<file path="config.mk">
export PLATFORM = sky130hd
export DESIGN_NAME = uart_tx
export DESIGN_NICKNAME = d
export VERILOG_FILES = /design/src/rtl/uart_tx.sv
export SDC_FILE = /design/constraint.sdc
export NUM_CORES = 1
export LEC_CHECK = 0
export CAP_MARGIN = 20
export CELL_PAD_IN_SITES_DETAIL_PLACEMENT = 1
export CELL_PAD_IN_SITES_GLOBAL_PLACEMENT = 1
export CORE_MARGIN = 2
export CORE_UTILIZATION = 43
export CTS_CLUSTER_SIZE = 25
export DETAILED_ROUTE_END_ITERATION = 10
export PLACE_DENSITY_LB_ADDON = 0.1
export SLEW_MARGIN = 10
export SYNTH_ARGS = -nofsm -noshare
export SYNTH_HDL_FRONTEND = slang
export SYNTH_SLANG_ARGS = --single-unit
</file>
<file path="constraint.sdc">
create_clock -name tck -period 2.5 [get_ports tck]
set_input_delay 0.375 -clock tck [delete_from_list [all_inputs] [get_ports tck]]
set_output_delay 0.375 -clock tck [all_outputs]
set_load 0.01 [all_outputs]
</file>
<file path="src/rtl/uart_tx.sv">
// uart_tx: UART transmit serializer with RTS/CTS request-grant handshake.
// Frame: start bit, DATA_W data bits LSB first, optional parity, 1 or 2 stop bits.
// Optional parity support is compiled in with `define UART_TX_PARITY_EN.
module uart_tx #(
    parameter int unsigned DATA_W = 8,
    parameter int unsigned DIV_W  = 16
) (
    input  logic              tck,
    input  logic              rst_n,
    input  logic [DATA_W-1:0] data_i,
    input  logic              valid_i,
    output logic              ready_o,
    input  logic [DIV_W-1:0]  baud_div_i,
    input  logic              stop2_i,
`ifdef UART_TX_PARITY_EN
    input  logic              parity_en_i,
    input  logic              parity_odd_i,
`endif
    output logic              tx_rts_n_o,
    input  logic              tx_cts_n_i,
    input  logic              tx_enable_i,
    output logic              tx_o,
    output logic              busy_o
);

    localparam int unsigned IDX_W = $clog2(DATA_W);

`ifdef UART_TX_PARITY_EN
    typedef enum logic [2:0] {
        IDLE   = 3'd0,
        REQ    = 3'd1,
        START  = 3'd2,
        DATA   = 3'd3,
        PARITY = 3'd4,
        STOP   = 3'd5
    } state_e;
`else
    typedef enum logic [2:0] {
        IDLE  = 3'd0,
        REQ   = 3'd1,
        START = 3'd2,
        DATA  = 3'd3,
        STOP  = 3'd5
    } state_e;
`endif

    state_e             state_q, state_d;
    logic [DATA_W-1:0]  shift_q, shift_d;
    logic [DIV_W-1:0]   div_q, div_d;
    logic [DIV_W-1:0]   baud_q, baud_d;
    logic [IDX_W-1:0]   bit_q, bit_d;
    logic               stop2_q, stop2_d;
    logic               stop_cnt_q, stop_cnt_d;
    logic               tx_q, tx_d;
    logic               rts_n_q, rts_n_d;
    logic               ready_q, ready_d;
    logic               busy_q, busy_d;
`ifdef UART_TX_PARITY_EN
    logic               par_en_q, par_en_d;
    logic               par_bit_q, par_bit_d;
`endif

    logic               baud_done;
    assign baud_done = (baud_q == '0);

    // Next-state and registered-output computation for the frame sequencer
    always_comb begin
        state_d    = state_q;
        shift_d    = shift_q;
        div_d      = div_q;
        baud_d     = baud_q;
        bit_d      = bit_q;
        stop2_d    = stop2_q;
        stop_cnt_d = stop_cnt_q;
        tx_d       = tx_q;
        rts_n_d    = rts_n_q;
        ready_d    = ready_q;
        busy_d     = busy_q;
`ifdef UART_TX_PARITY_EN
        par_en_d   = par_en_q;
        par_bit_d  = par_bit_q;
`endif

        unique case (state_q)
            IDLE: begin
                if (valid_i && ready_q) begin
                    // Frame parameters are frozen here for the whole frame
                    shift_d = data_i;
                    div_d   = baud_div_i;
                    stop2_d = stop2_i;
`ifdef UART_TX_PARITY_EN
                    par_en_d  = parity_en_i;
                    par_bit_d = (^data_i) ^ parity_odd_i;
`endif
                    state_d = REQ;
                    rts_n_d = 1'b0;
                    ready_d = 1'b0;
                    busy_d  = 1'b1;
                end
            end

            REQ: begin
                if (!tx_cts_n_i && tx_enable_i) begin
                    state_d = START;
                    tx_d    = 1'b0;
                    baud_d  = div_q;
                end
            end

            START: begin
                if (baud_done) begin
                    state_d = DATA;
                    tx_d    = shift_q[0];
                    bit_d   = '0;
                    baud_d  = div_q;
                end else begin
                    baud_d = baud_q - DIV_W'(1);
                end
            end

            DATA: begin
                if (baud_done) begin
                    baud_d = div_q;
                    if (bit_q == IDX_W'(DATA_W - 1)) begin
                        bit_d = '0;
`ifdef UART_TX_PARITY_EN
                        if (par_en_q) begin
                            state_d = PARITY;
                            tx_d    = par_bit_q;
                        end else begin
                            state_d    = STOP;
                            tx_d       = 1'b1;
                            stop_cnt_d = 1'b0;
                        end
`else
                        state_d    = STOP;
                        tx_d       = 1'b1;
                        stop_cnt_d = 1'b0;
`endif
                    end else begin
                        bit_d   = bit_q + IDX_W'(1);
                        shift_d = shift_q >> 1;
                        tx_d    = shift_q[1];
                    end
                end else begin
                    baud_d = baud_q - DIV_W'(1);
                end
            end

`ifdef UART_TX_PARITY_EN
            PARITY: begin
                if (baud_done) begin
                    state_d    = STOP;
                    tx_d       = 1'b1;
                    stop_cnt_d = 1'b0;
                    baud_d     = div_q;
                end else begin
                    baud_d = baud_q - DIV_W'(1);
                end
            end
`endif

            STOP: begin
                if (baud_done) begin
                    if (stop2_q && !stop_cnt_q) begin
                        stop_cnt_d = 1'b1;
                        baud_d     = div_q;
                    end else begin
                        // Back to IDLE with RTS released so flow control can re-arbitrate
                        state_d    = IDLE;
                        stop_cnt_d = 1'b0;
                        baud_d     = '0;
                        tx_d       = 1'b1;
                        rts_n_d    = 1'b1;
                        ready_d    = 1'b1;
                        busy_d     = 1'b0;
                    end
                end else begin
                    baud_d = baud_q - DIV_W'(1);
                end
            end

            default: begin
                state_d = IDLE;
                tx_d    = 1'b1;
                rts_n_d = 1'b1;
                ready_d = 1'b1;
                busy_d  = 1'b0;
            end
        endcase
    end

    // State, counters and registered outputs
    always_ff @(posedge tck or negedge rst_n) begin
        if (!rst_n) begin
            state_q    <= IDLE;
            shift_q    <= '0;
            div_q      <= '0;
            baud_q     <= '0;
            bit_q      <= '0;
            stop2_q    <= 1'b0;
            stop_cnt_q <= 1'b0;
            tx_q       <= 1'b1;
            rts_n_q    <= 1'b1;
            ready_q    <= 1'b1;
            busy_q     <= 1'b0;
`ifdef UART_TX_PARITY_EN
            par_en_q   <= 1'b0;
            par_bit_q  <= 1'b0;
`endif
        end else begin
            state_q    <= state_d;
            shift_q    <= shift_d;
            div_q      <= div_d;
            baud_q     <= baud_d;
            bit_q      <= bit_d;
            stop2_q    <= stop2_d;
            stop_cnt_q <= stop_cnt_d;
            tx_q       <= tx_d;
            rts_n_q    <= rts_n_d;
            ready_q    <= ready_d;
            busy_q     <= busy_d;
`ifdef UART_TX_PARITY_EN
            par_en_q   <= par_en_d;
            par_bit_q  <= par_bit_d;
`endif
        end
    end

    assign tx_o       = tx_q;
    assign tx_rts_n_o = rts_n_q;
    assign ready_o    = ready_q;
    assign busy_o     = busy_q;

endmodule

</file>
Word level (Yosys, flattened, before mapping)
Index checks and enable logic that the tools add are counted.
- word-level logic and storage cells: 87
- register bits after elaboration: 51
- bits of input ports: 30
- output and inout port bits: 4
- multiplexer cells: 39
- bitwise gates (word level): 2
- reductions and logical operators: 21
- add/subtract/negate cells: 2
- equal/unequal tests: 13
- operators with widths (cell ; number):
    $mux 16 ; 4
    $pmux 16 s3 ; 1
    $mux 3 ; 10
    $mux 8 ; 3
    $logic_not 16->1 ; 1
    $ne 2x2->1 const B ; 8
    $pmux 8 s2 ; 1
    $sub 16x1->16 const B ; 1
    $pmux 3 s5 ; 1
    $mux 1 ; 14
    $reduce_and 4->1 ; 3
    $reduce_and 7->1 ; 1
    $eq 3x2->1 const B ; 2
    $eq 3x3->1 const B ; 2
    $pmux 1 s3 ; 2
    $pmux 3 s2 ; 1
    $reduce_and 6->1 ; 1
    $reduce_bool 2->1 ; 3
    $pmux 1 s5 ; 1
    $reduce_and 2->1 ; 2
    $add 3x1->3 const B ; 1
    $eq 3x1->1 const B ; 1
    $logic_and 1x1->1 ; 3
    $logic_not 3->1 ; 1
    7 further kinds ; 9

Longest topological paths before layout
- depth after elaboration: 5
- gate-level depth with buffers: 9
- mapped depth without buffers: 7

Worst setup path after synthesis
No wires, ideal clock.
- kind: register to register
- start point: reg baud_q[2]
- end point: reg baud_q[13]
- setup slack: 0.242 ns
- clock period less this slack: 2.258 ns
- path buffers: 0
- data arrival time: 2.132 ns
- library setup time: 0.126 ns
- cell stages (with the launch flop): 6
- cell sequence: dfrtp_1 -> or4_4 -> or2_4 -> or4_4 -> a21o_1 -> a221o_1
- longest elaborated chain between the ends: 3
- elaborated cells between the ends (all ways): 5
- ends and longest elaborated chain (element ; RTL line ; RTL):
    from (decl) ; 50 ; logic [DIV_W-1:0] baud_q, baud_d;
    from (signal assigned) ; 215 ; baud_q <= baud_d;
    $sub 16x1->16 / $logic_not 16->1 (equally long branches) ; n/a ;
    $mux 16, on equally long branches ; 164, 111, 122 ;
    $pmux 16 s3 * ; 84 ; unique case (state_q)
Every way passes the cells marked *; elsewhere a longest branch is shown, timed or not.
A chain may end at the register's enable or synchronous reset.

Worst setup path in the final report
Same ends and word-level chain as after synthesis.

==> results.md <==
* Seq/Total Area, Yosys at 49.0%
* IR drop worst, VDD at 0.000475 V
* Fillers at 660
* Post-synth cell types at just under 50
* Post-route setup slack at between 0.1 and 0.15 ns
* Clk Latency, worst-skew pair at about 0.3 ns
* Post-Syn Area at between 2000 and 3000 um2
* Crit-path slowest cell: or4_4
* Syn Nets at 294
* Placed wire-length estimate at about 4.7 mm
* RSZ-0062 raised after global routing: false
* Clk buf depth at 2
* Synthesized netlist cell count at 260
* Crit Path Max Fanout at 6
* Synth top cells by count: dfrtp_1, nand2_1, o21ai_0
* First-pass GRT wire length at 10.8 mm
* Gr usage total at a little over a fifth
* Mean Syn Cell Area at about 10 um2
* Die width at about 80 um
* Setup bufs post-CTS at 0
* Most frequent cell after synthesis: dfrtp_1
* Final max-slew violation count at 0
* Final period utilization at around 94%
* First-pass detailed-route iteration total at 4
* Row count at 28
* Number of global-route vias before repair at 2145
* CORE AREA at just under 6000 um2
* DRC viols at 0
* Status: complete, no violations
* Cts hold-fix bufs at 0
* Synth area leaders: dfrtp_1, mux2_2, nand2_1
* Crit start category: flop
* Pleak at 1.40 nW
* Worst slew margin at between 50% and 60%
* Seq cells post-synth at 51
* EDFF count, synth at 0
* I/O pin count at 34
* Yosys warns at 0
* Yosys top cell by area: dfrtp_1
* Die H at just over 80 um
* N_diodes at 0
* Share of total power in combinational logic at 41.4%
* Max frequency at 425 MHz
* Crit end category: flop
* P per Cell Area at ~1100 nW/um2
* Clock Pin Slew Worst Setup and Hold Paths at 0.10 ns
* Starting density of the core at 44.4%
* DR vias at roughly 2.1k
* Crit path top cell by count: or4_4
* Detail Route Antenna Nets at 0
* Syn-to-layout area delta at 24.0%
* Fin. Hold Viols at 0
* Req. time, crit path at roughly 2.7 ns
* Sw Pwr at between 1 and 1.5 mW
* Fraction of layout cells with a size suffix above 1 at about 18%
* Max cap viols at 0
* CTS tree: built
* Place WS at around 0.16 ns
* Hold_ws at ~0.030 ns
* Asr flop ratio synth at between 90% and 100%
* Antenna violations before repair at 0
* Wire length per cell at between 15 and 20 um
* Worst Tran Pin Value at between 0.6 and 0.7 ns
* Die ar. at 6710 um2
* Drt initial violations at about 120
* Synth top area share at a little under half
* Top FF cell, synth: dfrtp_1
* Setup TNS at 0 ns
* DRT Wirelength at 6.56 mm
* Clk pwr share at 18.2%
* Clock root cell: clkbuf_8
* Endpoints failing setup at 0
* Type of the worst setup path: reg -> reg
* Int Pwr at between 2 and 2.5 mW
* Setup Skew at roughly 0.011 ns
* Largest net degree at the start of global routing at 24
* Final #Nets at roughly 330
* Fin crit period at 2.35 ns
* Flop pwr share at roughly two fifths
* CP Data Arrival Time at 2.55 ns
* CTS Buf Count at 5
* CTS HTree Levels at 2
* CTS resizes at 0
* Port Buffer Count at 33
* # clock sinks at just over 50
* Gpl congestion at roughly 0.9
* Min-delay worst type: in -> async
* Switching Share at 36.6%
* CP Cell Sequence: or4_4, or2_4, or4_4, a21o_1, a221o_1
* Max incr delay on CP at roughly 0.60 ns
* Register area at about 1300 um2
* Post-DR vias/cell at 5.68
* Remaining Overflow, GRT at 0
* Multi-input logic area at 1240 um2
==> area by class of cell <==
cell class / count / area share [%]
Sequential cell: 51 / 39.5
Multi-Input combinational cell: 183 / 38.2
Timing Repair Buffer: 52 / 14.5
Tap cell: 75 / 2.90
Clock buffer: 6 / 2.24
Clock inverter: 2 / 1.86
Inverter: 7 / 0.812
==> layout by cell type (no fill, tap or decap), types with 2 or more instances in the layout <==
cell | Yosys | routed
inv_1 | 7 | 7
a31oi_1 | 3 | 3
nand2b_1 | 2 | 2
nand2_1 | 28 | 28
a21o_1 | 3 | 3
nor2b_1 | 4 | 4
clkdlybuf4s50_1 | 0 | 32
dfstp_2 | 2 | 2
dfrtp_1 | 49 | 49
a21oi_1 | 9 | 9
mux2i_1 | 7 | 7
buf_4 | 1 | 19
nor4_1 | 9 | 8
o22ai_1 | 4 | 4
o211ai_1 | 3 | 3
nor4b_1 | 2 | 2
a221o_1 | 6 | 6
o21ai_0 | 20 | 20
bufinv_16 | 0 | 2
mux2_2 | 18 | 18
or4_1 | 2 | 2
ha_1 | 4 | 4
nor3b_1 | 2 | 2
a211oi_1 | 3 | 3
o22a_1 | 2 | 2
nor2_1 | 12 | 12
nor3_1 | 12 | 12
clkbuf_8 | 0 | 5
or4_4 | 2 | 2
o311ai_0 | 4 | 3
nand3_1 | 4 | 4
==> power groups by stage <==
| stage | Combinational, mW | Sequential [mW] | Clock, mW |
|---|---|---|---|
| 2_1_floorplan | 1.07 | 1.41 | 0 |
| 3_3_place_gp | 1.48 | 1.50 | 0 |
| 3_5_place_dp | 1.53 | 1.52 | 0 |
| 4_1_cts | 1.55 | 1.50 | 0.695 |
| 5_1_grt | 1.72 | 1.56 | 0.726 |
| 6_report | 1.54 | 1.50 | 0.676 |
==> metrics by stage <==
stage | power, mW | instances | instance area, um2 | util (%)
floorplan | 2.48 | 260 | 2610 | -
global placement | 2.98 | 368 | 3100 | 52.7
detailed placement | 3.05 | 368 | 3100 | 52.7
CTS | 3.75 | 376 | 3240 | 55.0
global route | 4.01 | 376 | 3240 | 55.0
finish | 3.72 | 376 | 3240 | 55.0
==> cell families after synthesis <==
family	share of synthesized area (%)
adders and majority gates	1.92
DFF	49.0
and+or+nand+nor	17.8
AOI/OAI and AO/OA	17.0
buffers and inverters	3.93
muxes	10.4
==> sequential cells by signal, indices dropped and copies added (netlist names), 3 cells and up <==
name     cells
shift_q      8
bit_q        3
state_q      3
div_q       16
baud_q      16
==> worst max-delay path: cells and delay by family (launching register included) <==
family           cells  cell delay, ns
AND/OR/NAND/NOR      3            1.35
AO/OA/AOI/OAI        2            0.47
flip-flops           1            0.44
==> routing by layer <==
layer	vias up	track usage, %	wire [um]
li1	1045	-	-
met1	1052	30.8	3280
met2	34	33.3	3020
met3	6	2.97	192
met4	0	5.00	65
met5	-	0	0
==> worst paths after layout <==
check                      startpoint  depth (start not counted)          to  slack, ns
max                         baud_q[2]                          5  baud_q[13]       0.15
min                             rst_n                          1    div_q[7]       0.03
max reg2reg                 baud_q[2]                          5  baud_q[13]       0.15
min reg2reg                shift_q[4]                          2  shift_q[4]       0.49
max in group asynchronous       rst_n                          2     ready_o       1.80
min in group tck           shift_q[4]                          2  shift_q[4]       0.49
Note: power is estimated with default switching activity, not from simulation.
